## config.mk

```make
export PLATFORM = sky130hd
export DESIGN_NAME = rv32i_ex_stage_flat
export DESIGN_NICKNAME = d
export VERILOG_FILES = /design/src/rtl/rv32i_pkg.sv /design/src/rtl/rv32i_ex_stage_if.sv /design/src/rtl/rv32i_fwd_unit.sv /design/src/rtl/rv32i_ex_stage.sv /design/src/flat_wrapper.sv
export SDC_FILE = /design/constraint.sdc
export NUM_CORES = 1
export LEC_CHECK = 0
export ABC_AREA = 1
export ABC_CLOCK_PERIOD_IN_PS = 2450
export CAP_MARGIN = 20
export CORE_ASPECT_RATIO = 0.9
export CORE_MARGIN = 2
export CORE_UTILIZATION = 29
export DETAILED_ROUTE_END_ITERATION = 6
export SLEW_MARGIN = 5
export SYNTH_ARGS = -nofsm -noshare
export SYNTH_HDL_FRONTEND = slang
export SYNTH_HIERARCHICAL = 1
export SYNTH_SLANG_ARGS = --single-unit
```

## constraint.sdc

```tcl
create_clock -name clk -period 2.45 [get_ports clk]
set_input_delay 0.245 -clock clk [delete_from_list [all_inputs] [get_ports clk]]
set_output_delay 0.245 -clock clk [all_outputs]
set_load 0.01 [all_outputs]
```

## src/rtl/rv32i_pkg.sv

```systemverilog
// Shared RV32I pipeline definitions: ALU opcodes, forward selects and the
// ID/EX and EX/MEM register layouts.
package rv32i_pkg;

  localparam int XLEN = 32;

  localparam logic [3:0] ALU_ADD  = 4'b0000;
  localparam logic [3:0] ALU_SUB  = 4'b0001;
  localparam logic [3:0] ALU_AND  = 4'b0010;
  localparam logic [3:0] ALU_OR   = 4'b0011;
  localparam logic [3:0] ALU_XOR  = 4'b0100;
  localparam logic [3:0] ALU_SLL  = 4'b0101;
  localparam logic [3:0] ALU_SRL  = 4'b0110;
  localparam logic [3:0] ALU_SRA  = 4'b0111;
  localparam logic [3:0] ALU_SLTU = 4'b1000;
  localparam logic [3:0] ALU_SLT  = 4'b1001;

  typedef enum logic [1:0] {FWD_RF, FWD_EXM, FWD_WB} fwd_sel_e;

  typedef struct packed {
    logic            valid;
    logic [4:0]      rs1, rs2, rd;
    logic [XLEN-1:0] rs1_data, rs2_data, imm;
    logic            use_rs1, use_rs2, src_imm;
    logic [3:0]      alu_ctrl;
    logic            reg_write, mem_read, mem_write;
  } idex_t;

  typedef struct packed {
    logic            valid, reg_write, mem_read, mem_write;
    logic [4:0]      rd;
    logic [XLEN-1:0] result, store_data;
    logic            zero;
  } exm_t;

  // A later stage can supply src only if it really writes a non-x0 register.
  function automatic logic fwd_hit(input logic v, input logic rw,
                                   input logic [4:0] rd, input logic [4:0] src);
    return v && rw && (rd != 5'd0) && (rd == src);
  endfunction

endpackage

```

## src/rtl/rv32i_ex_stage_if.sv

```systemverilog
// Decode / writeback / ALU / EX-MEM signal bundle around the EX stage.
interface rv32i_ex_stage_if;
  logic        id_valid;
  logic [4:0]  id_rs1, id_rs2, id_rd;
  logic [31:0] id_rs1_data, id_rs2_data, id_imm;
  logic        id_use_rs1, id_use_rs2, id_alu_src_imm;
  logic [3:0]  id_alu_ctrl;
  logic        id_reg_write, id_mem_read, id_mem_write;
  logic        flush, mem_stall;
  logic        wb_valid, wb_reg_write;
  logic [4:0]  wb_rd;
  logic [31:0] wb_data;
  logic [31:0] alu_a, alu_b;
  logic [3:0]  alu_ctrl;
  logic [31:0] alu_result;
  logic        alu_zero;
  logic        stall_id;
  logic        exm_valid, exm_reg_write, exm_mem_read, exm_mem_write;
  logic [4:0]  exm_rd;
  logic [31:0] exm_result, exm_store_data;
  logic        exm_zero;

  modport slave (
    input  id_valid, id_rs1, id_rs2, id_rd, id_rs1_data, id_rs2_data, id_imm,
           id_use_rs1, id_use_rs2, id_alu_src_imm, id_alu_ctrl,
           id_reg_write, id_mem_read, id_mem_write, flush, mem_stall,
           wb_valid, wb_reg_write, wb_rd, wb_data, alu_result, alu_zero,
    output alu_a, alu_b, alu_ctrl, stall_id, exm_valid, exm_reg_write,
           exm_mem_read, exm_mem_write, exm_rd, exm_result, exm_store_data, exm_zero
  );

  modport master (
    output id_valid, id_rs1, id_rs2, id_rd, id_rs1_data, id_rs2_data, id_imm,
           id_use_rs1, id_use_rs2, id_alu_src_imm, id_alu_ctrl,
           id_reg_write, id_mem_read, id_mem_write, flush, mem_stall,
           wb_valid, wb_reg_write, wb_rd, wb_data, alu_result, alu_zero,
    input  alu_a, alu_b, alu_ctrl, stall_id, exm_valid, exm_reg_write,
           exm_mem_read, exm_mem_write, exm_rd, exm_result, exm_store_data, exm_zero
  );
endinterface

```

## src/rtl/rv32i_fwd_unit.sv

```systemverilog
// Per-operand bypass select: EX/MEM result, then MEM/WB data, then register file.
module rv32i_fwd_unit
  import rv32i_pkg::*;
(
  input  logic [4:0]  src,
  input  logic [31:0] rf_data,
  input  logic        exm_valid,
  input  logic        exm_reg_write,
  input  logic [4:0]  exm_rd,
  input  logic [31:0] exm_result,
  input  logic        wb_valid,
  input  logic        wb_reg_write,
  input  logic [4:0]  wb_rd,
  input  logic [31:0] wb_data,
  output fwd_sel_e    sel,
  output logic [31:0] data
);
  always_comb begin
    sel  = FWD_RF;
    data = rf_data;
    if (fwd_hit(exm_valid, exm_reg_write, exm_rd, src)) begin
      sel  = FWD_EXM;
      data = exm_result;
    end else if (fwd_hit(wb_valid, wb_reg_write, wb_rd, src)) begin
      sel  = FWD_WB;
      data = wb_data;
    end
  end
endmodule

```

## src/rtl/rv32i_ex_stage.sv

```systemverilog
// RV32I execute stage: ID/EX and EX/MEM registers, operand bypass,
// load-use interlock, flush and memory back-pressure.
module rv32i_ex_stage
  import rv32i_pkg::*;
(
  input  logic          clk,
  input  logic          rst_n,
  rv32i_ex_stage_if.slave bus
);
  idex_t       idex, idex_d;
  exm_t        exm, exm_d;
  fwd_sel_e    sel_a, sel_b;
  logic [31:0] fwd_a, fwd_b;
  logic        load_use;
  logic        unused;

  assign load_use = idex.valid && idex.mem_read && (idex.rd != 5'd0) && bus.id_valid &&
                    ((bus.id_use_rs1 && bus.id_rs1 == idex.rd) ||
                     (bus.id_use_rs2 && bus.id_rs2 == idex.rd));

  // A flush already bubbles the consumer, so no need to hold decode for it.
  assign bus.stall_id = bus.mem_stall || (load_use && !bus.flush);

  always_comb begin
    idex_d           = '0;
    idex_d.valid     = bus.id_valid;
    idex_d.rs1       = bus.id_rs1;
    idex_d.rs2       = bus.id_rs2;
    idex_d.rd        = bus.id_rd;
    idex_d.rs1_data  = bus.id_rs1_data;
    idex_d.rs2_data  = bus.id_rs2_data;
    idex_d.imm       = bus.id_imm;
    idex_d.use_rs1   = bus.id_use_rs1;
    idex_d.use_rs2   = bus.id_use_rs2;
    idex_d.src_imm   = bus.id_alu_src_imm;
    idex_d.alu_ctrl  = bus.id_alu_ctrl;
    idex_d.reg_write = bus.id_reg_write;
    idex_d.mem_read  = bus.id_mem_read;
    idex_d.mem_write = bus.id_mem_write;
  end

  rv32i_fwd_unit u_fwd_rs1 (
    .src(idex.rs1), .rf_data(idex.rs1_data),
    .exm_valid(exm.valid), .exm_reg_write(exm.reg_write), .exm_rd(exm.rd), .exm_result(exm.result),
    .wb_valid(bus.wb_valid), .wb_reg_write(bus.wb_reg_write), .wb_rd(bus.wb_rd), .wb_data(bus.wb_data),
    .sel(sel_a), .data(fwd_a)
  );

  rv32i_fwd_unit u_fwd_rs2 (
    .src(idex.rs2), .rf_data(idex.rs2_data),
    .exm_valid(exm.valid), .exm_reg_write(exm.reg_write), .exm_rd(exm.rd), .exm_result(exm.result),
    .wb_valid(bus.wb_valid), .wb_reg_write(bus.wb_reg_write), .wb_rd(bus.wb_rd), .wb_data(bus.wb_data),
    .sel(sel_b), .data(fwd_b)
  );

  assign bus.alu_a    = idex.valid ? fwd_a : '0;
  assign bus.alu_b    = idex.valid ? (idex.src_imm ? idex.imm : fwd_b) : '0;
  assign bus.alu_ctrl = idex.valid ? idex.alu_ctrl : ALU_ADD;

  always_comb begin
    exm_d = '0;
    if (idex.valid) begin
      exm_d.valid      = 1'b1;
      exm_d.reg_write  = idex.reg_write;
      exm_d.mem_read   = idex.mem_read;
      exm_d.mem_write  = idex.mem_write;
      exm_d.rd         = idex.rd;
      exm_d.result     = bus.alu_result;
      exm_d.store_data = fwd_b;
      exm_d.zero       = bus.alu_zero;
    end
  end

  // Back-pressure freezes both registers; flush waits until it is released.
  always_ff @(posedge clk or negedge rst_n) begin
    if (!rst_n) begin
      idex <= '0;
      exm  <= '0;
    end else if (!bus.mem_stall) begin
      idex <= (bus.flush || load_use) ? '0 : idex_d;
      exm  <= exm_d;
    end
  end

  assign bus.exm_valid      = exm.valid;
  assign bus.exm_reg_write  = exm.reg_write;
  assign bus.exm_mem_read   = exm.mem_read;
  assign bus.exm_mem_write  = exm.mem_write;
  assign bus.exm_rd         = exm.rd;
  assign bus.exm_result     = exm.result;
  assign bus.exm_store_data = exm.store_data;
  assign bus.exm_zero       = exm.zero;

  // Use bits only matter for the hazard check on the incoming instruction.
  assign unused = ^{idex.use_rs1, idex.use_rs2, sel_a, sel_b};
endmodule

```

## src/flat_wrapper.sv

```systemverilog
// flat-port wrapper written by rule: the top's interface ports become plain ports
module rv32i_ex_stage_flat import rv32i_pkg::*;
  (clk, rst_n, bus_id_valid, bus_id_rs1, bus_id_rs2, bus_id_rd, bus_id_rs1_data, bus_id_rs2_data, bus_id_imm, bus_id_use_rs1, bus_id_use_rs2, bus_id_alu_src_imm, bus_id_alu_ctrl, bus_id_reg_write, bus_id_mem_read, bus_id_mem_write, bus_flush, bus_mem_stall, bus_wb_valid, bus_wb_reg_write, bus_wb_rd, bus_wb_data, bus_alu_result, bus_alu_zero, bus_alu_a, bus_alu_b, bus_alu_ctrl, bus_stall_id, bus_exm_valid, bus_exm_reg_write, bus_exm_mem_read, bus_exm_mem_write, bus_exm_rd, bus_exm_result, bus_exm_store_data, bus_exm_zero);
  rv32i_ex_stage_if bus_i ();
  input  logic clk;
  input  logic rst_n;
  input wire logic [$bits(bus_i.id_valid)-1:0] bus_id_valid;
  input wire logic [$bits(bus_i.id_rs1)-1:0] bus_id_rs1;
  input wire logic [$bits(bus_i.id_rs2)-1:0] bus_id_rs2;
  input wire logic [$bits(bus_i.id_rd)-1:0] bus_id_rd;
  input wire logic [$bits(bus_i.id_rs1_data)-1:0] bus_id_rs1_data;
  input wire logic [$bits(bus_i.id_rs2_data)-1:0] bus_id_rs2_data;
  input wire logic [$bits(bus_i.id_imm)-1:0] bus_id_imm;
  input wire logic [$bits(bus_i.id_use_rs1)-1:0] bus_id_use_rs1;
  input wire logic [$bits(bus_i.id_use_rs2)-1:0] bus_id_use_rs2;
  input wire logic [$bits(bus_i.id_alu_src_imm)-1:0] bus_id_alu_src_imm;
  input wire logic [$bits(bus_i.id_alu_ctrl)-1:0] bus_id_alu_ctrl;
  input wire logic [$bits(bus_i.id_reg_write)-1:0] bus_id_reg_write;
  input wire logic [$bits(bus_i.id_mem_read)-1:0] bus_id_mem_read;
  input wire logic [$bits(bus_i.id_mem_write)-1:0] bus_id_mem_write;
  input wire logic [$bits(bus_i.flush)-1:0] bus_flush;
  input wire logic [$bits(bus_i.mem_stall)-1:0] bus_mem_stall;
  input wire logic [$bits(bus_i.wb_valid)-1:0] bus_wb_valid;
  input wire logic [$bits(bus_i.wb_reg_write)-1:0] bus_wb_reg_write;
  input wire logic [$bits(bus_i.wb_rd)-1:0] bus_wb_rd;
  input wire logic [$bits(bus_i.wb_data)-1:0] bus_wb_data;
  input wire logic [$bits(bus_i.alu_result)-1:0] bus_alu_result;
  input wire logic [$bits(bus_i.alu_zero)-1:0] bus_alu_zero;
  output wire logic [$bits(bus_i.alu_a)-1:0] bus_alu_a;
  output wire logic [$bits(bus_i.alu_b)-1:0] bus_alu_b;
  output wire logic [$bits(bus_i.alu_ctrl)-1:0] bus_alu_ctrl;
  output wire logic [$bits(bus_i.stall_id)-1:0] bus_stall_id;
  output wire logic [$bits(bus_i.exm_valid)-1:0] bus_exm_valid;
  output wire logic [$bits(bus_i.exm_reg_write)-1:0] bus_exm_reg_write;
  output wire logic [$bits(bus_i.exm_mem_read)-1:0] bus_exm_mem_read;
  output wire logic [$bits(bus_i.exm_mem_write)-1:0] bus_exm_mem_write;
  output wire logic [$bits(bus_i.exm_rd)-1:0] bus_exm_rd;
  output wire logic [$bits(bus_i.exm_result)-1:0] bus_exm_result;
  output wire logic [$bits(bus_i.exm_store_data)-1:0] bus_exm_store_data;
  output wire logic [$bits(bus_i.exm_zero)-1:0] bus_exm_zero;
  assign bus_i.id_valid = bus_id_valid;
  assign bus_i.id_rs1 = bus_id_rs1;
  assign bus_i.id_rs2 = bus_id_rs2;
  assign bus_i.id_rd = bus_id_rd;
  assign bus_i.id_rs1_data = bus_id_rs1_data;
  assign bus_i.id_rs2_data = bus_id_rs2_data;
  assign bus_i.id_imm = bus_id_imm;
  assign bus_i.id_use_rs1 = bus_id_use_rs1;
  assign bus_i.id_use_rs2 = bus_id_use_rs2;
  assign bus_i.id_alu_src_imm = bus_id_alu_src_imm;
  assign bus_i.id_alu_ctrl = bus_id_alu_ctrl;
  assign bus_i.id_reg_write = bus_id_reg_write;
  assign bus_i.id_mem_read = bus_id_mem_read;
  assign bus_i.id_mem_write = bus_id_mem_write;
  assign bus_i.flush = bus_flush;
  assign bus_i.mem_stall = bus_mem_stall;
  assign bus_i.wb_valid = bus_wb_valid;
  assign bus_i.wb_reg_write = bus_wb_reg_write;
  assign bus_i.wb_rd = bus_wb_rd;
  assign bus_i.wb_data = bus_wb_data;
  assign bus_i.alu_result = bus_alu_result;
  assign bus_i.alu_zero = bus_alu_zero;
  assign bus_alu_a = bus_i.alu_a;
  assign bus_alu_b = bus_i.alu_b;
  assign bus_alu_ctrl = bus_i.alu_ctrl;
  assign bus_stall_id = bus_i.stall_id;
  assign bus_exm_valid = bus_i.exm_valid;
  assign bus_exm_reg_write = bus_i.exm_reg_write;
  assign bus_exm_mem_read = bus_i.exm_mem_read;
  assign bus_exm_mem_write = bus_i.exm_mem_write;
  assign bus_exm_rd = bus_i.exm_rd;
  assign bus_exm_result = bus_i.exm_result;
  assign bus_exm_store_data = bus_i.exm_store_data;
  assign bus_exm_zero = bus_i.exm_zero;
  rv32i_ex_stage u_core (.clk(clk), .rst_n(rst_n), .bus(bus_i));
endmodule
```

==> results of run 1 <==
## repair_timing
action | in CTS | in global routing
gates resized for setup | 430 | 175
endpoints found under the setup margin | 65 | 65
endpoints found under the hold margin | 43 | 0
cloned | 8 | 5
buffers inserted | 16 | 6
pin swaps | 37 | 92
hold buffers | 1 | 0
## worst paths after layout
path                             startpoint                   endpoint  slack [ns]
max reg2reg                u_core/idex[107]            u_core/idex[87]        0.38
max                        u_core/idex[112]              bus_alu_b[18]       -0.20
min reg2reg                 u_core/idex[12]            u_core/idex[12]        0.47
min in group asynchronous             rst_n  u_core/bus.exm_result[23]        0.29
min                           bus_mem_stall            u_core/idex[25]        0.28
max in group asynchronous             rst_n            u_core/idex[82]        1.44
## where the power goes
part	internal, µW	switching (µW)	total, µW
Sequential	3420	206	3620
Clock	1780	1360	3140
Combinational	945	1200	2140
## routing by layer
metal,vias up,GRT usage [%],share of wire [%]
met5,-,0,0.19
li1,6367,-,-
met1,6475,31.9,42
met3,77,5.99,7.4
met2,521,42.1,48
met4,16,7.28,2.6
## placed cells by master (no fill, tap or decap), types with 3 or more instances in the layout
master,count
a21oi_1,6
a21oi_2,27
buf_12,30
buf_16,7
buf_2,36
buf_4,41
buf_6,44
buf_8,6
bufinv_16,4
clkbuf_1,3
clkbuf_16,22
clkdlybuf4s50_1,273
clkinv_4,5
dfrtp_1,186
dfrtp_2,7
inv_1,288
inv_2,53
inv_4,4
nand2_1,542
nand2_2,73
nand2_4,32
nand3_1,174
nand3_2,45
nand3_4,5
nand4_1,66
nor2_1,140
o21ai_0,70
o21ai_1,6
xor2_1,4
## worst max-delay path, stage by stage (launching register included)
cell	delay, ns
dfrtp_1	0.38
buf_6	0.12
inv_4	0.03
nand2_2	0.05
nand2_2	0.06
inv_2	0.06
nand2_4	0.06
nor2_8	0.14
nand3_4	0.15
buf_12	0.17
buf_16	0.15
nand2_4	0.06
nand3_2	0.06
nand2_2	0.08
inv_2	0.05
a21oi_4	0.17
buf_2	0.15
## area by class of cell
class,instances,area [µm²]
clock inverter,10,173
antenna,2,5.00
inverter,349,1340
multi-input combinational,1203,6060
tap,540,676
fill,4243,22500
timing repair buffer,444,4750
sequential,194,4870
clock buffer,22,464
## registers in the layout, indices dropped and copies added (netlist names), 5 cells and up
| name | cells |
|---|---|
| u_core/bus.exm_rd | 5 |
| u_core/bus.exm_result | 32 |
| u_core/bus.exm_store_data | 32 |
| u_core/idex | 120 |
## through the flow
step,util (%),cells
after floorplan,-,1869
after global placement,39.9,2695
after detailed placement,39.9,2695
after CTS,43.1,2752
after global routing,44.9,2763
final,44.9,2764
==> impl_metrics.ini, run 1 <==
[timing]
setup_violations = 64
fin_tns_setup_ns = -7.08
period_share_pct = 108
slew_headroom_pct = 58.5
final_hold_viol_count = 0
fin_worst_skew_ns = 0.0117
whs_ns = 0.280
fin_crit_ns = 2.65
rsz0062_at_grt = yes
finalWorstSetupSlack_ns = -0.202
maxSlewViolCount = 0
tightest_slew_ns = 0.622
max_freq_mhz = 377

[place]
io_buffers = 340
place_ws_ns = -0.446
place_area_um2 = 16300
routabilityCongestion = 0.951
dp_hpwl_mm = 38.4

[job]
maxCapViolCount = 0

[clocking]
clock-sinks = 194
path_clk_slew_ns = 0.07
insertion_delay_ns = 0.47
tritoncts = built
cts_made_buffers = 17
cts_buffer_depth = 2
clk_root_buffer_cell = clkbuf_16
htree_num_levels = 4

[final_layout]
nets = 2407
drive_above_1_share_pct = 20.6
final_area_um2 = 18300
synthToLayoutAreaGrowth_pct = 51.8

[min_path]
holdCritPathClass = in -> reg
holdPathStages = 4

[routing]
first_pass_iters = 6
wl_mm = 54.8
drc = 0
viasPerCell = 4.87
wl_per_cell_um = 19.8
via_count = 13456
drtIter0Drc = 1149
antenna_left = 0

[worst_setup_path]
crit_path_end_kind = output port
worstRegToRegCells = 8
critical_path.max_fanout = 8
crit_type = reg -> out
worstSetupStartpointType = flop
required_ns = 2.20
worst-endpoint-arrival_ns = 2.41

[power]
irDropWorstVdd_v = 0.000385
p_leak_uw = 0.0101
pwr_density_cell_nw_per_um2 = 486
total_power_uw = 8910

[floorplan]
start_util_pct = 29.6
io_pins = 341
dieHeight_um = 198
die_area_um2 = 43300
die_w_um = 219
rows = 70
fp.coreArea_um2 = 40800

[global_route]
antenna_found_initial = 10
global_route.usage.total_pct = 25.0
grt_pass1_wl_mm = 81.1
grt_pass1_vias = 13280
overflow = 0
grt_max_degree = 121

[yosys]
syn_nets = 2067
synthCells = 1869
syn_area_um2 = 12100
syn_area_per_cell_um2 = 6.46
yosys_warnings = 6

[run_status]
status = finished with violations
failed_checks = negative setup slack
Note: power is estimated with default switching activity, not from simulation.
==> run 2, diff against run 1 <==
--- a/config.mk
+++ b/config.mk
@@ -10,8 +10,9 @@
 export CAP_MARGIN = 20
 export CORE_ASPECT_RATIO = 0.9
 export CORE_MARGIN = 2
-export CORE_UTILIZATION = 29
+export CORE_UTILIZATION = 45
 export DETAILED_ROUTE_END_ITERATION = 6
+export PLACE_DENSITY = 0.76
 export SLEW_MARGIN = 5
 export SYNTH_ARGS = -nofsm -noshare
 export SYNTH_HDL_FRONTEND = slang
==> run 2 against run 1 <==
  * The flow still finishes with violations (negative setup slack)
  * Combinational power down 5%
  * Global-route usage up 8.2 points
  * Design area is 3.3% lower
  * Sequential power hardly changed
  * Wire length down 12%
  * Die area is 35% lower
  * Setup slack worse by 0.0031 ns
  * Largest cell class unchanged
==> impl_metrics.ini, run 2 (synthesized netlist as in run 1, its figures left out) <==
[place]
io_buffers = 340
dp_hpwl_mm = 32.7
routabilityCongestion = 0.898

[clocking]
insertion_delay_ns = 0.47
htree_num_levels = 4
tritoncts = built
path_clk_slew_ns = 0.10
cts_made_buffers = 17
clock-sinks = 194
cts_buffer_depth = 2
clk_root_buffer_cell = clkbuf_16

[power]
p_leak_uw = 0.00993
irDropWorstVdd_v = 0.000508
pwr_density_cell_nw_per_um2 = 500

[floorplan]
die_w_um = 177
dieHeight_um = 159
start_util_pct = 46.1
die_area_um2 = 28200
io_pins = 341
fp.coreArea_um2 = 26200
rows = 56

[routing]
drtIter0Drc = 1249
drc = 0
first_pass_iters = 5
antenna_left = 0
wl_mm = 48.3
wl_per_cell_um = 18.9
via_count = 13654
viasPerCell = 5.33

[final_layout]
synthToLayoutAreaGrowth_pct = 46.8
top_register = u_core/idex
post-route-util_pct = 67.7
drive_above_1_share_pct = 19.3
nets = 2395
largest_reg_flops = 120
most-common-layout-cells = 559 x nand2_1, 287 x inv_1, 272 x clkdlybuf4s50_1
final_common_cell = nand2_1

[timing]
setup_violations = 64
fin_worst_skew_ns = 0.0264
finalWorstSetupSlack_ns = -0.206
tightest_slew_ns = 0.769
final_hold_viol_count = 0
fin_tns_setup_ns = -8.08
max_freq_mhz = 377
rsz0062_at_grt = yes
slew_headroom_pct = 48.7
whs_ns = 0.127
maxSlewViolCount = 0
fin_crit_ns = 2.66
period_share_pct = 108

[min_path]
holdCritPathClass = in -> reg

[global_route]
overflow = 0
grt_pass1_vias = 13093
grt_pass1_wl_mm = 72.9
grt_max_degree = 126
global_route.usage.total_pct = 33.2
antenna_found_initial = 2

[worst_setup_path]
crit_path_end_kind = output port
required_ns = 2.20
worst-endpoint-arrival_ns = 2.41
rrSetupSlack_ns = 0.44
crit_type = reg -> out
worstSetupStartpointType = flop
critical_path.max_fanout = 9

[job]
maxCapViolCount = 0

[run_status]
failed_checks = negative setup slack
status = finished with violations
run 2: final timing paths:
path | from | end | cells after the start
setup / recovery | u_core/bus.exm_rd[1] | bus_alu_b[13] | 12
hold / removal | bus_mem_stall | u_core/idex[15] | 3
setup reg to reg | u_core/bus.exm_rd[1] | u_core/bus.exm_store_data[20] | 11
hold reg to reg | u_core/idex[28] | u_core/idex[28] | 2
max in group asynchronous | rst_n | u_core/idex[118] | 3
min in group asynchronous | rst_n | u_core/bus.exm_result[27] | 2
run 2: worst max-delay path: stages, from the launching register on:
cell,delay (ns)
dfrtp_1,0.44
buf_6,0.15
xor2_1,0.17
nor2_2,0.17
nand4_4,0.16
clkinv_4,0.09
buf_12,0.12
buf_12,0.13
nand2_1,0.07
nand2_2,0.10
inv_2,0.05
a21oi_2,0.14
buf_2,0.17
run 2: timing repair:
item	4_1_cts	5_1_grt
hold endpoints to repair	74	0
cloned	4	5
endpoints found under the setup margin	65	64
pin swaps	63	60
gates resized for setup	444	117
hold buffers	1	0
buffers inserted	20	7
run 2: power breakdown:
part           switching, µW  internal (µW)
logic                   1150            880
registers                208           3420
clock network           1590           1620
total                   2940           5920
run 2: area by class of cell:
| type | count | area [µm²] |
|---|---|---|
| Clock buffer | 17 | 425 |
| Timing Repair Buffer | 432 | 4490 |
| Clock inverter | 15 | 246 |
| Multi-Input combinational cell | 1203 | 5940 |
| Fill cell | 2305 | 8480 |
| Tap cell | 348 | 435 |
| Antenna cell | 2 | 5.00 |
| Sequential cell | 194 | 4870 |
| Inverter | 349 | 1330 |
run 2: through the flow:
step           instances  setup slack, ns  area [µm²]  power, µW
2_1_floorplan       1869            0.704       12100       4480
3_3_place_gp        2496           -0.403       16000       5520
3_5_place_dp        2496           -0.422       16000       5540
4_1_cts             2551           -0.205       17200       8800
5_1_grt             2560           -0.246       17700       9210
6_report            2560           -0.206       17700       8860
run 2: routing by layer:
| layer | track usage, % | routed length, µm | vias to the layer above |
|---|---|---|---|
| li1 | - | - | 6324 |
| met1 | 43.1 | 19700 | 6470 |
| met2 | 53.4 | 22200 | 737 |
| met3 | 8.50 | 4670 | 123 |
| met4 | 12.5 | 1730 | 0 |
| met5 | 0 | 0 | - |
